File: src/rtl/dff_load_arbiter_if.sv
// ---------------------------------------------------------------------------
// dff_load_arbiter_if
//   Bundle of the requester-side bus for the shared D-register arbiter.
//   master : requester side (drives req/d_in/clr, observes grant/ack/register)
//   slave  : arbiter side   (observes req/d_in/clr, drives grant/ack/register)
//   Signals:
//     req      [NUM_REQ]        level request per requester, held until ack
//     d_in     [NUM_REQ*WIDTH]  requester i data at [i*WIDTH +: WIDTH]
//     clr                       synchronous clear of the shared register
//     gnt      [NUM_REQ]        registered one-hot grant
//     ack      [NUM_REQ]        one-cycle completion pulse
//     owner    [OWN_W]          current/last granted requester index
//     Q_out    [WIDTH]          shared register contents
//     Qb_out   [WIDTH]          complement of Q_out
//     load_cnt [CNT_W]          wrapping count of completed loads
// ---------------------------------------------------------------------------
interface dff_load_arbiter_if #(
  parameter int NUM_REQ = 4,
  parameter int WIDTH   = 8,
  parameter int CNT_W   = 8
);
  localparam int OWN_W = (NUM_REQ > 1) ? $clog2(NUM_REQ) : 1;

  logic [NUM_REQ-1:0]       req;
  logic [NUM_REQ*WIDTH-1:0] d_in;
  logic                     clr;
  logic [NUM_REQ-1:0]       gnt;
  logic [NUM_REQ-1:0]       ack;
  logic [OWN_W-1:0]         owner;
  logic [WIDTH-1:0]         Q_out;
  logic [WIDTH-1:0]         Qb_out;
  logic [CNT_W-1:0]         load_cnt;

  modport master (
    output req, d_in, clr,
    input  gnt, ack, owner, Q_out, Qb_out, load_cnt
  );

  modport slave (
    input  req, d_in, clr,
    output gnt, ack, owner, Q_out, Qb_out, load_cnt
  );
endinterface

File: src/rtl/dff_load_arbiter.sv
// ---------------------------------------------------------------------------
// dff_load_arbiter
//   Round-robin arbiter sequencing loads and clears of one shared WIDTH-bit
//   D-register among NUM_REQ requesters. One load completes at most every
//   three cycles (IDLE -> GRANT -> LOAD).
//   Ports:
//     clock  : rising-edge clock
//     reset  : asynchronous active-low reset
//     bus    : dff_load_arbiter_if.slave (request/data in, grant/ack/register out)
// ---------------------------------------------------------------------------
module dff_load_arbiter #(
  parameter int NUM_REQ = 4,
  parameter int WIDTH   = 8,
  parameter int CNT_W   = 8
) (
  input  logic                clock,
  input  logic                reset,
  dff_load_arbiter_if.slave   bus
);
  localparam int OWN_W = (NUM_REQ > 1) ? $clog2(NUM_REQ) : 1;

  typedef enum logic [1:0] {
    IDLE  = 2'd0,
    GRANT = 2'd1,
    LOAD  = 2'd2
  } state_t;

  state_t             state_q;
  logic [NUM_REQ-1:0] gnt_q;
  logic [NUM_REQ-1:0] ack_q;
  logic [OWN_W-1:0]   owner_q;
  logic [OWN_W-1:0]   ptr_q;
  logic [WIDTH-1:0]   reg_q;
  logic [CNT_W-1:0]   cnt_q;

  logic [OWN_W-1:0]   win_d;
  logic [OWN_W-1:0]   idx_d;
  logic               found_d;
  logic [WIDTH-1:0]   slice_w [NUM_REQ];

  // Per-requester data slices, so the captured slice is a plain mux on owner.
  generate
    for (genvar gi = 0; gi < NUM_REQ; gi++) begin : g_slice
      assign slice_w[gi] = bus.d_in[gi*WIDTH +: WIDTH];
    end
  endgenerate

  // Winner search starts at ptr and wraps; NUM_REQ is a power of two so the
  // natural OWN_W-bit overflow of ptr+i gives the modulo for free.
  always_comb begin
    win_d   = ptr_q;
    idx_d   = ptr_q;
    found_d = 1'b0;
    for (int i = 0; i < NUM_REQ; i++) begin
      idx_d = ptr_q + OWN_W'(i);
      if (!found_d && bus.req[idx_d]) begin
        win_d   = idx_d;
        found_d = 1'b1;
      end
    end
  end

  always_ff @(posedge clock or negedge reset) begin
    if (!reset) begin
      state_q <= IDLE;
      gnt_q   <= '0;
      ack_q   <= '0;
      owner_q <= '0;
      ptr_q   <= '0;
      reg_q   <= '0;
      cnt_q   <= '0;
    end else begin
      ack_q <= '0;
      // clr wins over any capture scheduled below in GRANT.
      if (bus.clr) begin
        reg_q <= '0;
      end
      case (state_q)
        IDLE: begin
          if (|bus.req) begin
            gnt_q   <= NUM_REQ'(1) << win_d;
            owner_q <= win_d;
            state_q <= GRANT;
          end
        end
        GRANT: begin
          gnt_q   <= '0;
          state_q <= IDLE;
          // Capture and completion happen on the same edge so ack, Q_out and
          // load_cnt all become visible together in the LOAD cycle.
          if (!bus.clr && bus.req[owner_q]) begin
            reg_q          <= slice_w[owner_q];
            ack_q[owner_q] <= 1'b1;
            cnt_q          <= cnt_q + 1'b1;
            ptr_q          <= owner_q + 1'b1;
            state_q        <= LOAD;
          end
        end
        LOAD: begin
          // Always return to IDLE so a held req is re-arbitrated fresh.
          state_q <= IDLE;
        end
        default: begin
          gnt_q   <= '0;
          state_q <= IDLE;
        end
      endcase
    end
  end

  assign bus.gnt      = gnt_q;
  assign bus.ack      = ack_q;
  assign bus.owner    = owner_q;
  assign bus.Q_out    = reg_q;
  assign bus.Qb_out   = ~reg_q;
  assign bus.load_cnt = cnt_q;

endmodule
File: src/flat_wrapper.sv
// flat-port wrapper written by rule: the top's interface ports become plain ports
module dff_load_arbiter_flat 
#(
  parameter int NUM_REQ = 4,
  parameter int WIDTH   = 8,
  parameter int CNT_W   = 8
)
  (clock, reset, bus_req, bus_d_in, bus_clr, bus_gnt, bus_ack, bus_owner, bus_Q_out, bus_Qb_out, bus_load_cnt);
  dff_load_arbiter_if #(.NUM_REQ(NUM_REQ), .WIDTH(WIDTH), .CNT_W(CNT_W)) bus_i ();
  input  logic clock;
  input  logic reset;
  input wire logic [$bits(bus_i.req)-1:0] bus_req;
  input wire logic [$bits(bus_i.d_in)-1:0] bus_d_in;
  input wire logic [$bits(bus_i.clr)-1:0] bus_clr;
  output wire logic [$bits(bus_i.gnt)-1:0] bus_gnt;
  output wire logic [$bits(bus_i.ack)-1:0] bus_ack;
  output wire logic [$bits(bus_i.owner)-1:0] bus_owner;
  output wire logic [$bits(bus_i.Q_out)-1:0] bus_Q_out;
  output wire logic [$bits(bus_i.Qb_out)-1:0] bus_Qb_out;
  output wire logic [$bits(bus_i.load_cnt)-1:0] bus_load_cnt;
  assign bus_i.req = bus_req;
  assign bus_i.d_in = bus_d_in;
  assign bus_i.clr = bus_clr;
  assign bus_gnt = bus_i.gnt;
  assign bus_ack = bus_i.ack;
  assign bus_owner = bus_i.owner;
  assign bus_Q_out = bus_i.Q_out;
  assign bus_Qb_out = bus_i.Qb_out;
  assign bus_load_cnt = bus_i.load_cnt;
  dff_load_arbiter #(.NUM_REQ(NUM_REQ), .WIDTH(WIDTH), .CNT_W(CNT_W)) u_core (.clock(clock), .reset(reset), .bus(bus_i));
endmodule
File: config.mk
export PLATFORM = sky130hd
export DESIGN_NAME = dff_load_arbiter_flat
export DESIGN_NICKNAME = d
export VERILOG_FILES = /design/src/rtl/dff_load_arbiter_if.sv /design/src/rtl/dff_load_arbiter.sv /design/src/flat_wrapper.sv
export SDC_FILE = /design/constraint.sdc
export NUM_CORES = 1
export LEC_CHECK = 0
export ABC_CLOCK_PERIOD_IN_PS = 1500
export CAP_MARGIN = 20
export CORE_MARGIN = 1
export CORE_UTILIZATION = 35
export CTS_BUF_LIST = sky130_fd_sc_hd__clkbuf_4
export DETAILED_ROUTE_END_ITERATION = 6
export PLACE_DENSITY = 0.8
export SLEW_MARGIN = 20
export SYNTH_ARGS = -nofsm -noshare
export SYNTH_HDL_FRONTEND = slang
export SYNTH_SLANG_ARGS = --single-unit
export TNS_END_PERCENT = 1
File: constraint.sdc
create_clock -name clock -period 1.5 [get_ports clock]
set_input_delay 0.15 -clock clock [delete_from_list [all_inputs] [get_ports clock]]
set_output_delay 0.15 -clock clock [all_outputs]
set_load 0.005 [all_outputs]
## Word-level counts from Yosys, hierarchy flattened

Index checks and enable logic that the tools add are counted.

- Output and inout bits: 34
- Register bits: 30

- Equality and inequality tests: 3
- Shifts and indexed selects: 1
- Bitwise operators: 3
- Muxes and demuxes: 31
- $add $sub $neg: 5
- Order comparisons: 7
- Reductions and logical operators: 14

Operator list:

| operator | number |
|---|---|
| 8-bit 2-to-1 mux | 5 |
| 8-bit binary-select mux with 2-bit select | 1 |
| 2-bit by 3-bit < comparator with 1-bit output, second input constant | 5 |
| 4-bit 2-to-1 mux | 3 |
| 1-bit binary-select mux with 2-bit select | 5 |
| 2-bit 2-to-1 mux | 5 |
| 1-bit 2-to-1 mux | 9 |
| 8-bit by 1-bit adder with 8-bit output, second input constant | 1 |
| 8-bit inverter | 1 |
| 4-bit case mux with 2 select lines | 1 |
| 2-bit AND reduction | 3 |
| 1-bit logical AND | 5 |
| 2-bit by 1-bit adder with 2-bit output, second input constant | 2 |
| 2-bit adder, second input constant | 2 |
| 1-bit logical NOT | 4 |
| 2-bit case mux with 2 select lines | 1 |
| 4-bit OR reduction | 1 |
| 1-bit by 2-bit << shifter with 4-bit output, first input constant | 1 |
| 3-bit >= comparator, second input constant | 1 |
| 2-bit inverter with 3-bit output | 1 |
| 1-bit demux with 2-bit select | 1 |
| 2-bit by 1-bit equality test with 1-bit output, second input constant | 1 |
| 2-bit equality test, second input constant | 1 |
| 2-bit by 1-bit >= comparator with 1-bit output, second input constant | 1 |
| 3 further kinds | 3 |

## Depth between registers and ports, before layout

Gate-level depths: netlist (run 1).

- Depth in word-level cells: 15
- Gate-level depth with buffers: 7
- Mapped depth without buffers: 5

## Least setup slack after synthesis (run 1)

No wires, ideal clock.

- Path type: register -> register
- Start point: register u_core.owner_q[0], in the netlist u_core.bus.owner[0]
- End point: register u_core.cnt_q[1], in the netlist u_core.bus.load_cnt[1]
- Buffers on the path: 1
- Cell stages (with the launch flop): 5
- Required time: 1.375 ns
- Library setup time: 0.125 ns
- Period minus slack after synthesis: 1.634 ns
- Setup slack: -0.134 ns
- Data arrival time: 1.509 ns
- Cell sequence: dfrtp_1 -> mux4_2 -> and3_4 -> buf_6 -> mux2_4

- Word-level cells in the longest chain between the ends: 4

RTL lines:

| what | RTL line | text |
|---|---|---|
| from (decl) | dff_load_arbiter.sv:31 | `logic [OWN_W-1:0] owner_q;` |
| from (signal assigned) | dff_load_arbiter.sv:82 | `owner_q <= win_d;` |
| 1-bit binary-select mux with 2-bit select | dff_load_arbiter.sv:91 | `if (!bus.clr && bus.req[owner_q]) begin` |
| 1-bit 2-to-1 mux (implied by the code) | dff_load_arbiter.sv:91 |  |
| 1-bit logical AND | dff_load_arbiter.sv:91 |  |
| 2-bit AND reduction (no line) | - |  |
| to (signal assigned) | dff_load_arbiter.sv:94 | `cnt_q <= cnt_q + 1'b1;` |
| to (decl) | dff_load_arbiter.sv:34 | `logic [CNT_W-1:0] cnt_q;` |

No other way between the ends. The select of a mux whose other input is x is not followed.
A chain may end at the register's enable or synchronous reset.

## Worst setup path after layout (run 1)

- Start point: register u_core.owner_q[0], in the netlist u_core.bus.owner[0]
- End point: register u_core.ptr_q[1]

- Word-level cells in the longest chain between the ends: 4
- Elaborated cells on any way between the ends: 5
- Those cells by class: add/sub (1); mux (2); reduce/logical (2)

RTL lines:

| what | RTL line | text |
|---|---|---|
| 1-bit binary-select mux with 2-bit select | dff_load_arbiter.sv:91 |  |
| 1-bit 2-to-1 mux (implied by the code) | dff_load_arbiter.sv:91 |  |
| 1-bit logical AND | dff_load_arbiter.sv:91 |  |
| 2-bit AND reduction (no line) | - |  |
| to (signal assigned) | dff_load_arbiter.sv:95 | `ptr_q <= owner_q + 1'b1;` |
| to (decl) | dff_load_arbiter.sv:32 | `logic [OWN_W-1:0] ptr_q;` |

Parallel ways exist; a longest one is shown, timed or not. The select of a mux whose other input is x is not followed.

==> results of run 1 <==
## Yosys cell counts, types with 2 or more instances
cell,count,share of area (%)
dfrtp_1,30,47
nand2_1,17,4.0
inv_1,13,3.1
mux4_2,9,13
a21oi_1,7,2.2
nor2_1,7,1.7
o31ai_1,7,3.3
xnor2_1,6,3.3
ha_1,5,3.9
and2_1,4,1.6
nand3_1,3,0.94
nand4_1,3,1.2
o21ai_0,3,0.94
buf_2,2,0.63
buf_6,2,1.4
mux2_4,2,1.9
nor2b_1,2,0.79
or3_1,2,0.79
## cell type report
class / instances / area, um^2 / share of cell area (%)
tap: 52 / 65.1 / 2.52
timing repair buffer: 88 / 873 / 33.8
clock buffer: 5 / 37.5 / 1.45
sequential: 30 / 756 / 29.2
multi-input combinational: 90 / 792 / 30.7
inverter: 13 / 48.8 / 1.89
clock inverter: 3 / 11.3 / 0.436
## what timing repair did
action	in CTS	in global routing
buffers inserted	0	2
gates resized for setup	11	21
endpoints found under the hold margin	0	0
pin swaps	0	2
setup endpoints to repair	24	35
## registers in the layout (all words and copies together), names as in the netlist
name and flops:
u_core.bus.Q_out 8, u_core.bus.ack 4, u_core.ptr_q 2, u_core.bus.gnt 4
u_core.state_q 2, u_core.bus.owner 2, u_core.bus.load_cnt 8
## routing by layer
metal  part of all wire (%)  track usage (%)  vias to the layer above
met5                      0                0                        -
met4                    2.0             7.48                        0
met3                    4.9             5.09                        8
met2                     53             30.4                       49
met1                     40             22.1                      651
li1                       -                -                      669
## cells in the final DEF, fill, tap and decap left out, types with 5 or more instances in the layout
master / count
clkdlybuf4s50_1: 62
ha_1: 5
nor2_1: 7
buf_4: 14
mux4_2: 9
inv_1: 9
nand2_1: 17
xnor2_1: 6
a21oi_1: 6
dfrtp_1: 26
dlymetal6s2s_1: 9
clkbuf_4: 5
## worst max-delay path: stages, from the launching register on
cell,delay [ns]
dfrtp_1,0.41
mux4_2,0.51
and3_4,0.20
buf_4,0.14
mux2_4,0.29
## stage by stage
stage	instances	setup TNS [ns]	cell area, um^2	setup slack [ns]
4_1_cts	279	-1.91	2520	-0.149
3_3_place_gp	271	-7.69	2430	-0.349
5_1_grt	281	-3.91	2580	-0.204
6_report	281	-2.08	2580	-0.150
2_1_floorplan	140	-1.33	1590	-0.134
3_5_place_dp	271	-8.59	2430	-0.399
## kinds of logic after synthesis
kind of cell             Yosys count  share of synthesized area [%]
AO/OA/AOI/OAI                     21                           9.36
flip-flops                        30                           47.2
adder cells (fa/ha/maj)            5                           3.93
buffers and inverters             20                           6.05
AND/OR/NAND/NOR                   45                           14.4
XOR/XNOR                           7                           3.85
multiplexers                      12                           15.3
## final timing paths
kind | startpoint | end | slack [ns] | depth (start not counted)
worst max-delay path | u_core.bus.owner[0] | u_core.ptr_q[1] | -0.15 | 4
worst min-delay path | reset | u_core.bus.Q_out[4] | 0.22 | 2
worst max register to register | u_core.bus.owner[0] | u_core.ptr_q[1] | -0.15 | 4
worst min register to register | u_core.bus.load_cnt[4] | u_core.bus.load_cnt[4] | 0.50 | 1
max in group asynchronous | reset | u_core.bus.load_cnt[2] | 0.99 | 2
min in group clock | u_core.bus.load_cnt[4] | u_core.bus.load_cnt[4] | 0.50 | 1
## power by group through the flow
stage | Combinational, mW | Clock [mW] | Sequential (mW)
global route | 2.14 | 0.507 | 1.39
floorplan | 0.943 | 0 | 1.30
detailed placement | 1.89 | 0 | 1.32
CTS | 1.95 | 0.457 | 1.32
finish | 1.96 | 0.439 | 1.34
global placement | 1.86 | 0 | 1.31
==> flow_summary.toml, run 1 <==
[run_status]
status = "finished with violations"
violations = "negative setup slack"

[critical_path]
endpoint_kind = "flop"
crit_arrival_ns = 1.87
start_kind = "flop"
required_ns = 1.72
cp_max_fo = 5
worstSetupPathType = "reg2reg"

[grt]
antenna_found_initial = 0
gr-usage-all-layers_pct = 18.2
first_global_vias = 1441
grt_overflow = 0
grt_max_degree = 31
grt_pass1_wl_um = 6840

[logic_synthesis]
ys.flop_type = "dfrtp_1"
synth_edf_count = 0
async_flop_share_pct = 100
synthCells = 140
synth_seq_cells = 30
synth_warnings = 0
syn-cell-area_um2 = 1590
yosysSeqAreaShare_pct = 47.2
netlist-cell-type-count = 34
avgSynthCellArea_um2 = 11.4
syn_nets = 184

[cts]
cts-root-buf = "clkbuf_4"
cts_tree = "built"
holdBufCountCts = 0
clkLatencyLatePin_ns = 0.33
cts_num_sinks = 30
clockBufferDepth = 2
cts_max_level = 2
cts_buffers = 5
path_clk_slew_ns = 0.09

[pwr]
power.leakage_nw = 1.09
p_total_mw = 3.73
max-vdd-ir-drop_v = 0.000718
pwr-share-comb_pct = 52.4
internal-power_mw = 2.45
seq_power_share_pct = 35.9
switchingPower_mw = 1.28
swShare_pct = 34.4
pwr-share-clk_pct = 11.7
p_per_area_nw_per_um2 = 1450

[route]
drt-total-wl_um = 3870
vias = 1377
detail_route.wl_per_cell_um = 13.8
drtPass1Iterations = 4
viasPerCell = 4.90
drtAntennaViolNets = 0
drtIter0Drc = 51
drc = 0

[sta]
skew_ns = 0.00516
finalCritPeriodShare_pct = 110
finalCriticalPeriod_ns = 1.65
hold_violations = 0
layout_setup_ws_ns = -0.150
setup_violations = 23
rsz0062_at_grt = "true"
drv_slew = 0
max_slew_margin_pct = 74.8
whs_ns = 0.217
max_freq_mhz = 606
worstMarginPinSlew_ns = 0.378

[floorplanning]
fp.dieH_um = 69.4
die_w_um = 69.4
coreArea_um2 = 4350
die_area_um2 = 4820
ioPinCount = 73
initial_core_util_pct = 36.6
rows = 24

[placement]
port-buffer-count = 72
gp_congestion = 0.860
hpwl_um = 2930

[final_layout]
num_antenna_cells = 0
final_nets = 272
syn_to_final_growth_pct = 62.3
fin_util_pct = 59.3
fill_cells = 371
drive_gt1_share_pct = 23.6

[run]
max_cap_violations = 0

[min_path]
hold_class = "in2async"
Note: power is estimated with default switching activity, not from simulation.
==> inputs of run 2 (changes only) <==
- CTS_CLUSTER_DIAMETER: not set -> 40
==> results of run 2 <==
The final DEF is identical to that of run 1; final timing and power are the same.
==> RTL edit (flow settings as in run 1) <==
`CNT_W` is set to 8 in 3 places; all go to 9.
--- a/src/rtl/dff_load_arbiter_if.sv
+++ b/src/rtl/dff_load_arbiter_if.sv
@@ -18,5 +18,5 @@
   parameter int NUM_REQ = 4,
   parameter int WIDTH   = 8,
-  parameter int CNT_W   = 8
+  parameter int CNT_W   = 9
 );
   localparam int OWN_W = (NUM_REQ > 1) ? $clog2(NUM_REQ) : 1;
--- a/src/rtl/dff_load_arbiter.sv
+++ b/src/rtl/dff_load_arbiter.sv
@@ -12,5 +12,5 @@
   parameter int NUM_REQ = 4,
   parameter int WIDTH   = 8,
-  parameter int CNT_W   = 8
+  parameter int CNT_W   = 9
 ) (
   input  logic                clock,
--- a/src/flat_wrapper.sv
+++ b/src/flat_wrapper.sv
@@ -4,5 +4,5 @@
   parameter int NUM_REQ = 4,
   parameter int WIDTH   = 8,
-  parameter int CNT_W   = 8
+  parameter int CNT_W   = 9
 )
   (clock, reset, bus_req, bus_d_in, bus_clr, bus_gnt, bus_ack, bus_owner, bus_Q_out, bus_Qb_out, bus_load_cnt);
Interface: changed (resized bus_load_cnt); port bits go from 73 to 74. No check against the original RTL was run, so the function may have changed too.
==> RTL edit against run 1 <==
- the run ends with DRC, setup timing left
- via count up 9.3%
- clock skew grew 3.7 ps
- routed wire length grew 4.9%
- total power rose by 8.7%
- worst setup slack improved by 66 ps
- clock power grew 14%
- maximum frequency grew 4.2%
- synthesized area is 5.0% higher
- final area increased by 9.5%
- sequential cell count is 1 higher
- critical path type unchanged
- largest cell class unchanged
==> RTL edit: results (changes against run 1) <==
Global route:
- The routing usage on met3 is 5.70% (+0.61 points).
- The routing usage on met2 came to 30.3% (-0.079 points).
- The first-pass GRT wire length is 6.88 mm (+0.51%).

Critical path:
- The slowest cell on the critical path is sky130_fd_sc_hd__dfrtp_2.
- The longest individual stage delay on the worst path came to 460 ps (-50 ps).
- The worst path arrival time is 1850 ps (-20 ps).
- The logic depth of the worst register-to-register path is 5 (+1).

Clocking:
- The clock sink count is 31 (+3.3%).

Floorplan:
- The die boundary width is 71.1 um (+2.4%).

STA:
- The number of endpoints failing setup at the final stage is 19 (-17%).
- The clock tree skew after final layout came to 8.83 ps (+3.67 ps).
- The minimum setup slack in the final design is -84.0 ps (+66.0 ps).

Final layout:
- The number of fill cells in the layout is 367 (-1.1%).
- The number of ordinary and repair buffers in the finished layout is 97 (+10%).
- The multi-input combinational area share is 31.9% (+1.3 points).
- The clock buffer and inverter area fraction after layout is 2.03% (+0.15 points).
- The proportion of final cell area spent on non-clock buffers is 34.4% (+0.56 points).

Place:
- The count of input and output buffers is 73 (+1.4%).

Power and ir drop:
- The internal portion of total power is 2.64 mW (+7.8%).

Logic synthesis:
- The number of distinct library cells after synthesis came to 33 (-2.9%).

Run status:
- The flow ran to the end, but the final reports show violations.
- The final reports fail on DRC, setup timing.

Route:
- The DRC violation count after routing came to 3 (+3).
- The sum of met3 wire segment lengths after detailed routing came to 239 um (+26%).
- The via-per-instance ratio is 5.05 (+3.1%).
RTL edit: worst max-delay path, delay by kind of cell, from the launching register on:
family             cells  cell delay (ps)
DFF                    1              460
and+or+nand+nor        2              620
AOI/OAI and AO/OA      3              440
RTL edit: cell families after synthesis:
logic type               share of synthesized area, %
buffers and inverters                            5.02
flip-flops                                       46.4
AND/OR/NAND/NOR                                  16.9
multiplexers                                     12.1
adder cells (fa/ha/maj)                          3.75
AO/OA/AOI/OAI                                    11.5
XOR/XNOR                                         4.19
RTL edit: power groups by stage:
stage | registers [mW] | clock network (mW) | logic, mW
3_5_place_dp | 1.32 | 0 | 1.99
4_1_cts | 1.32 | 0.519 | 2.09
3_3_place_gp | 1.31 | 0 | 1.95
5_1_grt | 1.36 | 0.573 | 2.43
6_report | 1.33 | 0.500 | 2.23
2_1_floorplan | 1.32 | 0 | 0.967
RTL edit: repair_timing:
action | 4_1_cts | 5_1_grt
setup buffers | 3 | 5
setup endpoints to repair | 12 | 30
pin swaps | 1 | 6
resized for setup | 11 | 29
